===== config.mk =====
export PLATFORM = sky130hd
export DESIGN_NAME = queue_rr_sched
export DESIGN_NICKNAME = d
export VERILOG_FILES = /design/src/rtl/libv_pkg.sv /design/src/rtl/fifo.sv /design/src/rtl/queue_rr_sched_rr_arb.sv /design/src/rtl/queue_rr_sched.sv
export SDC_FILE = /design/constraint.sdc
export NUM_CORES = 2
export LEC_CHECK = 0
export BUFFER_PORTS_ARGS = -buffer_cell sky130_fd_sc_hd__buf_2
export CAP_MARGIN = 30
export CORE_MARGIN = 2
export CORE_UTILIZATION = 51
export DETAILED_ROUTE_END_ITERATION = 12
export MAX_ROUTING_LAYER = met4
export PLACE_DENSITY = 0.76
export SLEW_MARGIN = 10
export SYNTH_ARGS = -nofsm -noshare
export SYNTH_HDL_FRONTEND = slang
export SYNTH_SLANG_ARGS = --single-unit
export TNS_END_PERCENT = 10

===== constraint.sdc =====
create_clock -name clk -period 4.05 [get_ports clk]
set_clock_uncertainty 0.1 [all_clocks]
set_input_delay 0.6075 -clock clk [delete_from_list [all_inputs] [get_ports clk]]
set_output_delay 0.6075 -clock clk [all_outputs]
set_load 0.03 [all_outputs]

===== src/rtl/libv_pkg.sv =====
// Shared helpers for the queue scheduler: queue-index width and one-hot to index conversion.
// Pure combinational; no state, no backpressure.
package libv_pkg;

  localparam int QIDX_W = 4;
  localparam int OHW    = 1 << QIDX_W;

  function automatic int idx_w(input int m);
    return (m > 1) ? $clog2(m) : 1;
  endfunction

  // OR-reduction form keeps this a flat mux tree for any one-hot input.
  function automatic logic [QIDX_W-1:0] onehot_to_idx(input logic [OHW-1:0] oh);
    logic [QIDX_W-1:0] idx;
    idx = '0;
    for (int i = 0; i < OHW; i++) begin
      if (oh[i]) idx = idx | QIDX_W'(i);
    end
    return idx;
  endfunction

endpackage


===== src/rtl/fifo.sv =====
// Basic FIFO, depth N: pop_data is combinational from the head entry, flags come from registered state.
// Push while full is dropped, pop while empty is ignored; flush empties it next cycle.
module fifo #(
  parameter int W = 32,
  parameter int N = 16
) (
  input  logic         clk,
  input  logic         rst,
  input  logic         push,
  input  logic [W-1:0] push_data,
  input  logic         pop,
  input  logic         flush,
  output logic [W-1:0] pop_data,
  output logic         empty_r,
  output logic         full_r
);
  localparam int AW = $clog2(N);

  logic [W-1:0]  mem_q [N];
  logic [AW-1:0] wr_ptr_q, wr_ptr_d;
  logic [AW-1:0] rd_ptr_q, rd_ptr_d;
  logic [AW:0]   count_q, count_d;
  logic          push_en, pop_en;

  assign empty_r  = (count_q == '0);
  assign full_r   = (count_q == (AW+1)'(N));
  assign push_en  = push & ~full_r;
  assign pop_en   = pop & ~empty_r;
  assign pop_data = mem_q[rd_ptr_q];

  always_comb begin
    wr_ptr_d = wr_ptr_q;
    rd_ptr_d = rd_ptr_q;
    count_d  = count_q;
    if (push_en) wr_ptr_d = wr_ptr_q + AW'(1);
    if (pop_en)  rd_ptr_d = rd_ptr_q + AW'(1);
    case ({push_en, pop_en})
      2'b10:   count_d = count_q + (AW+1)'(1);
      2'b01:   count_d = count_q - (AW+1)'(1);
      default: count_d = count_q;
    endcase
    if (flush) begin
      wr_ptr_d = '0;
      rd_ptr_d = '0;
      count_d  = '0;
    end
  end

  always_ff @(posedge clk) begin
    if (rst) begin
      wr_ptr_q <= '0;
      rd_ptr_q <= '0;
      count_q  <= '0;
    end else begin
      wr_ptr_q <= wr_ptr_d;
      rd_ptr_q <= rd_ptr_d;
      count_q  <= count_d;
    end
  end

  always_ff @(posedge clk) begin
    if (push_en) mem_q[wr_ptr_q] <= push_data;
  end

endmodule


===== src/rtl/queue_rr_sched_rr_arb.sv =====
// Round-robin arbiter: combinational one-hot grant starting after last_grant, state moves only on upd.
// Zero-cycle grant; caller decides when a grant is consumed via upd.
module rr_arb
  import libv_pkg::*;
#(
  parameter int M = 4
) (
  input  logic         clk,
  input  logic         rst,
  input  logic         flush,
  input  logic         upd,
  input  logic [M-1:0] req,
  output logic [M-1:0] grant
);
  localparam int IW = idx_w(M);

  logic [IW-1:0] last_grant_q, last_grant_d;
  logic          found;

  // First pass covers indices above last_grant, the wrap pass covers 0..last_grant.
  always_comb begin
    grant = '0;
    found = 1'b0;
    for (int i = 0; i < M; i++) begin
      if (!found && req[i] && (i > int'(last_grant_q))) begin
        grant[i] = 1'b1;
        found    = 1'b1;
      end
    end
    for (int i = 0; i < M; i++) begin
      if (!found && req[i]) begin
        grant[i] = 1'b1;
        found    = 1'b1;
      end
    end
  end

  always_comb begin
    last_grant_d = last_grant_q;
    if (upd)   last_grant_d = IW'(onehot_to_idx(OHW'(grant)));
    if (flush) last_grant_d = IW'(M - 1);
  end

  always_ff @(posedge clk) begin
    if (rst) last_grant_q <= IW'(M - 1);
    else     last_grant_q <= last_grant_d;
  end

endmodule


===== src/rtl/queue_rr_sched.sv =====
// M input FIFOs drained round-robin into one registered output stage; push to out_valid is 2 cycles.
// Output holds while out_ready is low; full queues deassert in_ready and drop further pushes.
module queue_rr_sched
  import libv_pkg::*;
#(
  parameter int W = 32,
  parameter int N = 16,
  parameter int M = 4
) (
  input  logic                 clk,
  input  logic                 rst,
  input  logic [M-1:0]         in_valid,
  input  logic [M*W-1:0]       in_data,
  output logic [M-1:0]         in_ready,
  output logic                 out_valid,
  output logic [W-1:0]         out_data,
  output logic [idx_w(M)-1:0]  out_id,
  input  logic                 out_ready,
  input  logic                 flush
);
  localparam int IW = idx_w(M);

  logic [M-1:0]  empty, full, pop, grant;
  logic [W-1:0]  pop_data [M];
  logic [W-1:0]  sel_data;
  logic          load;
  logic          out_valid_q, out_valid_d;
  logic [W-1:0]  out_data_q, out_data_d;
  logic [IW-1:0] out_id_q, out_id_d;

  for (genvar g = 0; g < M; g++) begin : g_queue
    fifo #(.W(W), .N(N)) u_fifo (
      .clk       (clk),
      .rst       (rst),
      .push      (in_valid[g]),
      .push_data (in_data[g*W +: W]),
      .pop       (pop[g]),
      .flush     (flush),
      .pop_data  (pop_data[g]),
      .empty_r   (empty[g]),
      .full_r    (full[g])
    );
  end

  rr_arb #(.M(M)) u_arb (
    .clk   (clk),
    .rst   (rst),
    .flush (flush),
    .upd   (load),
    .req   (~empty),
    .grant (grant)
  );

  assign load     = ~flush & (~out_valid_q | out_ready) & (|(~empty));
  assign pop      = grant & {M{load}};
  assign in_ready = ~full;

  always_comb begin
    sel_data = '0;
    for (int i = 0; i < M; i++) begin
      if (grant[i]) sel_data = sel_data | pop_data[i];
    end
  end

  always_comb begin
    out_valid_d = out_valid_q;
    out_data_d  = out_data_q;
    out_id_d    = out_id_q;
    if (flush) begin
      out_valid_d = 1'b0;
      out_data_d  = '0;
      out_id_d    = '0;
    end else if (load) begin
      out_valid_d = 1'b1;
      out_data_d  = sel_data;
      out_id_d    = IW'(onehot_to_idx(OHW'(grant)));
    end else if (out_ready) begin
      out_valid_d = 1'b0;
    end
  end

  always_ff @(posedge clk) begin
    if (rst) begin
      out_valid_q <= 1'b0;
      out_data_q  <= '0;
      out_id_q    <= '0;
    end else begin
      out_valid_q <= out_valid_d;
      out_data_q  <= out_data_d;
      out_id_q    <= out_id_d;
    end
  end

  assign out_valid = out_valid_q;
  assign out_data  = out_data_q;
  assign out_id    = out_id_q;

endmodule


== Word-level counts from Yosys, hierarchy flattened ==
Memories as Yosys holds them, arrays and structs flattened. A register that Yosys moved wholly into a read port is not among the register bits.
Index checks and enable logic that the tools add are counted.
Storage, ports and cells
  memories: 4
  bits in writable memories: 2048
  bits of input ports: 136
  logic and storage cells: 145
  memory bits (read-only): 0
  bits in registers: 89
  bits in latches: 0
  output and inout port bits: 39
Operators by class
  add/subtract/negate cells: 16
  div/mod/pow operators: 0
  muxes and demuxes: 41
  $lt $le $gt $ge: 3
  shifts and indexed selects: 0
  multipliers: 0
  reduce and logical (&&, ||, !) cells: 26
  eq/ne operators: 12
  bitwise operators: 27
Memories
  g_queue[0].u_fifo.mem_q: depth 16, bits a word 32, rd ports 1, clocked after memory_dff 1, wr ports 1, line fifo.sv:19  | logic [W-1:0] mem_q [N];
  g_queue[1].u_fifo.mem_q: depth 16, bits a word 32, rd ports 1, clocked after memory_dff 1, wr ports 1, line fifo.sv:19
  g_queue[2].u_fifo.mem_q: depth 16, bits a word 32, rd ports 1, clocked after memory_dff 1, wr ports 1, line fifo.sv:19
  g_queue[3].u_fifo.mem_q: depth 16, bits a word 32, rd ports 1, clocked after memory_dff 1, wr ports 1, line fifo.sv:19
Operators with widths (count)
  $mux W32: 4
  $or A32 B32 Y32: 3
  $pmux W5 S2: 4
  $add A4 B1 Y4 const B: 8
  $mux W4: 8
  $mux W1: 23
  $add A5 B1 Y5 const B: 4
  $eq A5 B5 Y1 const B: 4
  $logic_not A5 Y1: 4
  $sub A5 B1 Y5 const B: 4
  $and A1 B1 Y1: 10
  $not A1 Y1: 10
  $reduce_bool A2 Y1: 5
  $logic_and A1 B1 Y1: 9
  $eq A2 B1 Y1 const B: 4
  $eq A2 B2 Y1 const B: 4
  $not A4 Y4: 2
  $logic_not A1 Y1: 6
  $and A4 B4 Y4: 1
  $gt A2 B2 Y1 const A: 2
  $mux W2: 2
  $reduce_or A4 Y1: 1
  $gt A1 B2 Y1 const A: 1
  $reduce_or A2 Y1: 1
  $or A1 B1 Y1: 1

== Longest topological paths before layout ==
  depth in word-level cells: 28
  depth in mapped cells: 16
  mapped depth without buffers: 14

== Modules after synthesis ==
From an unflattened synthesis, not the netlist that was laid out.
Unflattened totals
  cells, all modules: 3893
  area, all modules: 82641.8 µm²
Modules (own cells, without submodules)
  fifo: instances 4, cells each 911, seq. area each 15715.1 µm², area an instance 20111.8 µm²
  queue_rr_sched: instances 1, cells each 222, seq. area each 700.7 µm², area an instance 1996.9 µm²
  rr_arb: instances 1, cells each 27, seq. area each 40.0 µm², area an instance 197.7 µm²

== Worst setup path after synthesis ==
Ideal clock, no wire load.
  path kind: register -> register
  from: reg g_queue[1].u_fifo.count_q[0]
  to: mem g_queue[1].u_fifo.mem_q[3][0], enable pin
  buffers on the path: 1
  data arrival time: 3592 ps
  library setup time: 461 ps
  slack: -103 ps
  clock period less this slack: 4153 ps
  required time: 3489 ps
  cell stages (with the launch flop): 7
  cells stage by stage: dfxtp_1 > nor4_1 > nand2_1 > and2_1 > clkbuf_1 > nand2_1 > nor3_1
On the way
  cells in the longest elaborated chain, start to end: 5
Ends and longest elaborated chain
  start, declared: line fifo.sv:22  | logic [AW:0] count_q, count_d;
  start signal, assigned: line fifo.sv:57  | count_q <= count_d;
  $eq A5 B5 Y1: line fifo.sv:26  | assign full_r = (count_q == (AW+1)'(N));
  $not A1 Y1: line fifo.sv:27  | assign push_en = push & ~full_r;
  $and A1 B1 Y1: line fifo.sv:27
  $mux W1: line fifo.sv:62  | if (push_en) mem_q[wr_ptr_q] <= push_data;
  $mux W1 (not written as such): line fifo.sv:62
  end, declared: line fifo.sv:19
No other way between the ends.

== Worst setup path in the final report ==
  from: reg g_queue[1].u_fifo.count_q[0]
  to: reg g_queue[2].u_fifo.count_q[4]
On the way
  cells in the longest elaborated chain, start to end: 25
  elaborated cells between the ends (all ways): 30
  classes of those cells: eq/ne (2); mux (8); bitwise (4); reduce/logical (16)
Ends and longest elaborated chain
  $logic_not A5 Y1 (*): line fifo.sv:25  | assign empty_r = (count_q == '0);
  $not A4 Y4 (*): line queue_rr_sched.sv:50, queue_rr_sched.sv:54
  $logic_and A1 B1 Y1: line queue_rr_sched_rr_arb.sv:25  | if (!found && req[i] && (i > int'(last_grant_q))) begin
  $mux W1: line queue_rr_sched_rr_arb.sv:25
  $logic_not A1 Y1: line queue_rr_sched_rr_arb.sv:25
  $logic_and A1 B1 Y1 (2 in a row): line queue_rr_sched_rr_arb.sv:25
  $mux W1: line queue_rr_sched_rr_arb.sv:25
  $logic_not A1 Y1: line queue_rr_sched_rr_arb.sv:25
  [8 not listed]
  $mux W1: line queue_rr_sched_rr_arb.sv:31  | if (!found && req[i]) begin
  $logic_not A1 Y1: line queue_rr_sched_rr_arb.sv:31
  $logic_and A1 B1 Y1: line queue_rr_sched_rr_arb.sv:31
  $mux W1: line queue_rr_sched_rr_arb.sv:31
  $and A4 B4 Y4 (*): line queue_rr_sched.sv:55  | assign pop = grant & {M{load}};
  $and A1 B1 Y1 (*): line fifo.sv:28  | assign pop_en = pop & ~empty_r;
  $eq A2 B1 Y1 or $eq A2 B2 Y1 (tied branches): line fifo.sv:37  | case ({push_en, pop_en})
  $pmux W5 S2 or $reduce_bool A2 Y1 (tied branches)
  end signal, assigned: line fifo.sv:57
  end, declared: line fifo.sv:22
Mark *: on every way between the ends. The rest lies on a longest branch, timed or not.
A chain may end at the register's enable or synchronous reset.

==> results.py <==
metrics = {
    "layout": {
        "area_growth_pct": 15.3,
        "design_area_sq_um": 95400,
        "multi_input_area_sq_um": 18600,
        "nets": 4457,
        "final_cells": 6634,
        "regArea_sq_um": 63600,
        "fillers": 11000,
        "drive_gt1_frac": 0.293,
    },
    "worst_setup_path": {
        "crit_type": "flop to flop",
        "critical_path.top_delay_family": "simple AND/OR/NAND/NOR gates",
        "slowest_delay_ps": 620,
        "path_common_cell": "a21oi_1",
        "cp-start-kind": "flop",
        "worstPathRequired_ps": 4730,
        "crit_buf_inv": 1,
        "cpMaxStageDelayCell": "or4_1",
        "timing.critical_path.cells": "or4_1 -> nor2_1 -> a311o_1 -> buf_4 -> nor3_2 -> ha_1 -> fa_1 -> a21o_1 -> a21oi_1 -> xor2_1 -> or3_1 -> a21oi_1",
        "worstPathMaxFanout": 11,
        "end_kind": "flop",
        "arrival_ps": 4410,
    },
    "yosys": {
        "syn_inst": 3844,
        "avgSynthCellArea_sq_um": 21.5,
        "synthesis.area_sq_um": 82700,
        "synth_top_flop_cell": "edfxtp_1",
        "ys_seq_area_frac": 0.769,
        "yosysWarnings": 0,
        "ys_ff_latch": 2153,
        "synth-edff-count": 2048,
        "synth_area_leaders": "edfxtp_1 74%, mux4_2 14%, dfxtp_1 2.5%, mux2i_1 1.1%, a22oi_1 0.74%",
        "ys_types": 58,
        "ys_async_sr_fraction": 0,
        "post-synth-top-count-cell": "edfxtp_1",
        "synthTopCellsByCount": "2048 x edfxtp_1, 525 x mux4_2, 126 x clkbuf_1, 116 x nand2_1, 115 x nor2_1",
        "synth_top_area_cell": "edfxtp_1",
        "synthesis.nets": 4019,
        "synth_top_area_frac": 0.743,
    },
    "grt": {
        "grt_pass1_vias": 41400,
        "grt_use_total": 0.250,
        "grt_overflow": 0,
        "use_met3": 0.0799,
        "met2_usage": 0.380,
        "antenna_found_initial": 24,
        "grt_max_degree": 63,
        "busiest_layer": "met2",
        "grtUsageMet1": 0.319,
        "grt_pass1_wl_um": 287000,
    },
    "clocking": {
        "cts_tree": "done",
        "clock_path_buffers": 3,
        "insertion_delay_ps": 860,
        "cts_max_level": 4,
        "path_clk_slew_ps": 60,
        "clockRootBuffer": "clkbuf_16",
        "cts_buffers": 202,
        "cts.sinks": 2153,
    },
    "outcome": {
        "status": "finished, final reports clean",
    },
    "place": {
        "numPortBuffers": 174,
        "hpwlAfterDp_um": 116000,
        "dpl_cell_area_sq_um": 87700,
        "dp_cells": 6127,
        "place_congestion": 0.872,
    },
    "timing": {
        "worstMarginPinSlew_ps": 970,
        "finalCritPeriodShare": 0.923,
        "grt_setup_unrepaired": "false",
        "hold_viol_final": 0,
        "finalSetupTns_ps": 0,
        "fin_crit_ps": 3740,
        "max_freq_mhz": 268,
        "relSlewSlack": 0.350,
        "setup_viol": 0,
        "final_max_slew_viol_count": 0,
    },
    "route": {
        "via_count": 41000,
        "antenna_left": 0,
        "wirelength_um": 199000,
        "first_pass_iters": 5,
        "drc": 0,
        "via_per_inst": 6.18,
        "routedWlPerCell_um": 30.0,
        "drt_iter0_drc": 5333,
    },
    "floorplanning": {
        "ios": 175,
        "rows": 147,
        "die_h_um": 407,
        "core_region_area_sq_um": 161000,
        "start_util": 0.515,
        "fp.dieW_um": 407,
        "die_area_sq_um": 165000,
    },
    "pwr": {
        "ir_worst_vdd_mv": 0.473,
        "power.density_nw_per_um2": 469,
        "leakage_uw": 0.0294,
        "power_uw": 44800,
    },
    "worst_hold_path": {
        "hp-class": "input pin to flop",
    },
    "job": {
        "cap_viol_max_count": 0,
    },
}
==> stage by stage <==
step / setup slack, ps / utilization / hold slack [ps]
2_1_floorplan: -69.4 / - / 359
3_3_place_gp: 254 / 0.545 / 384
3_5_place_dp: 198 / 0.545 / 404
4_1_cts: 168 / 0.593 / 2.57
5_1_grt: 63.9 / 0.594 / 42.6
6_report: 313 / 0.594 / 53.2
==> area by class of cell <==
type / count / area share
timing repair buffer: 453 / 0.0399
sequential: 2153 / 0.667
antenna: 17 / 0.000446
inverter: 23 / 0.000905
clock inverter: 131 / 0.0133
clock buffer: 248 / 0.0555
multi-input combinational: 1449 / 0.195
tap: 2160 / 0.0283
==> worst register-to-register path, delay by kind of cell (launching register included) <==
family,cells,cell delay [ps]
AO/OA/AOI/OAI,4,820
XOR/XNOR,1,90
buffers and inverters,1,220
flip-flops,1,360
AND/OR/NAND/NOR,4,1320
adder cells (fa/ha/maj),2,740
==> registers in the layout, indices dropped and copies added (netlist names), named ones only <==
register                 cells
out_valid                    1
u_arb.last_grant_q           2
g_queue.u_fifo.count_q      20
g_queue.u_fifo.wr_ptr_q     16
g_queue.u_fifo.mem_q      2048
out_data                    32
g_queue.u_fifo.rd_ptr_q     16
out_id                       2
==> layout by cell type, fill, tap and decap left out, types with 39 or more instances in the layout <==
master / instances
a211oi_1: 51
o22ai_1: 48
buf_12: 45
clkinv_2: 43
a22oi_1: 82
a21oi_1: 83
nor2_1: 65
dfxtp_1: 91
nor2b_1: 42
nor2_4: 50
clkinv_1: 42
buf_2: 174
clkbuf_1: 39
o21ai_0: 44
dlygate4sd3_1: 111
clkbuf_16: 202
edfxtp_1: 2048
mux2i_1: 88
mux4_2: 525
nand2_1: 116
buf_4: 123
==> where the power goes <==
part	switching, uW	total [uW]	internal [uW]
combinational	1100	1630	530
clock	8350	18500	10200
sequential	93.4	24600	24500
==> per-layer routing <==
| metal | wire length, um | up-vias | share of wire |
|---|---|---|---|
| li1 | - | 17000 | - |
| met1 | 73500 | 21500 | 0.37 |
| met2 | 95300 | 2174 | 0.48 |
| met3 | 22800 | 371 | 0.11 |
| met4 | 7710 | 0 | 0.039 |
| met5 | 0 | - | 0 |
==> worst paths after layout <==
kind,from,to,slack [ps],cells after the start
max,g_queue[1].u_fifo.count_q[0],g_queue[2].u_fifo.count_q[4],310,12
max reg2reg,g_queue[1].u_fifo.count_q[0],g_queue[2].u_fifo.count_q[4],310,12
min reg2reg,g_queue[3].u_fifo.rd_ptr_q[3],flop,390,2
min,in_data[54],g_queue[1].u_fifo.mem_q[8][22],50,1
==> kinds of logic (layout without fill, tap and decap cells) <==
| kind of cell | count (synthesis) | after routing | share of synthesized area |
|---|---|---|---|
| fa+ha+maj | 39 | 39 | 0.00617 |
| other cells | 0 | 17 | 0 |
| mux | 638 | 638 | 0.157 |
| flops | 2153 | 2153 | 0.769 |
| simple gates | 352 | 352 | 0.0197 |
| xor+xnor | 39 | 39 | 0.00413 |
| compound gates | 381 | 381 | 0.0312 |
| buf+inv | 242 | 855 | 0.0129 |
==> repair_timing <==
action	in CTS	in global routing
setup endpoints to repair	0	1
gates resized for setup	0	2
hold buffers	111	0
setup buffers	0	0
endpoints found under the hold margin	1456	0
Note: power is estimated with default switching activity, not from simulation.
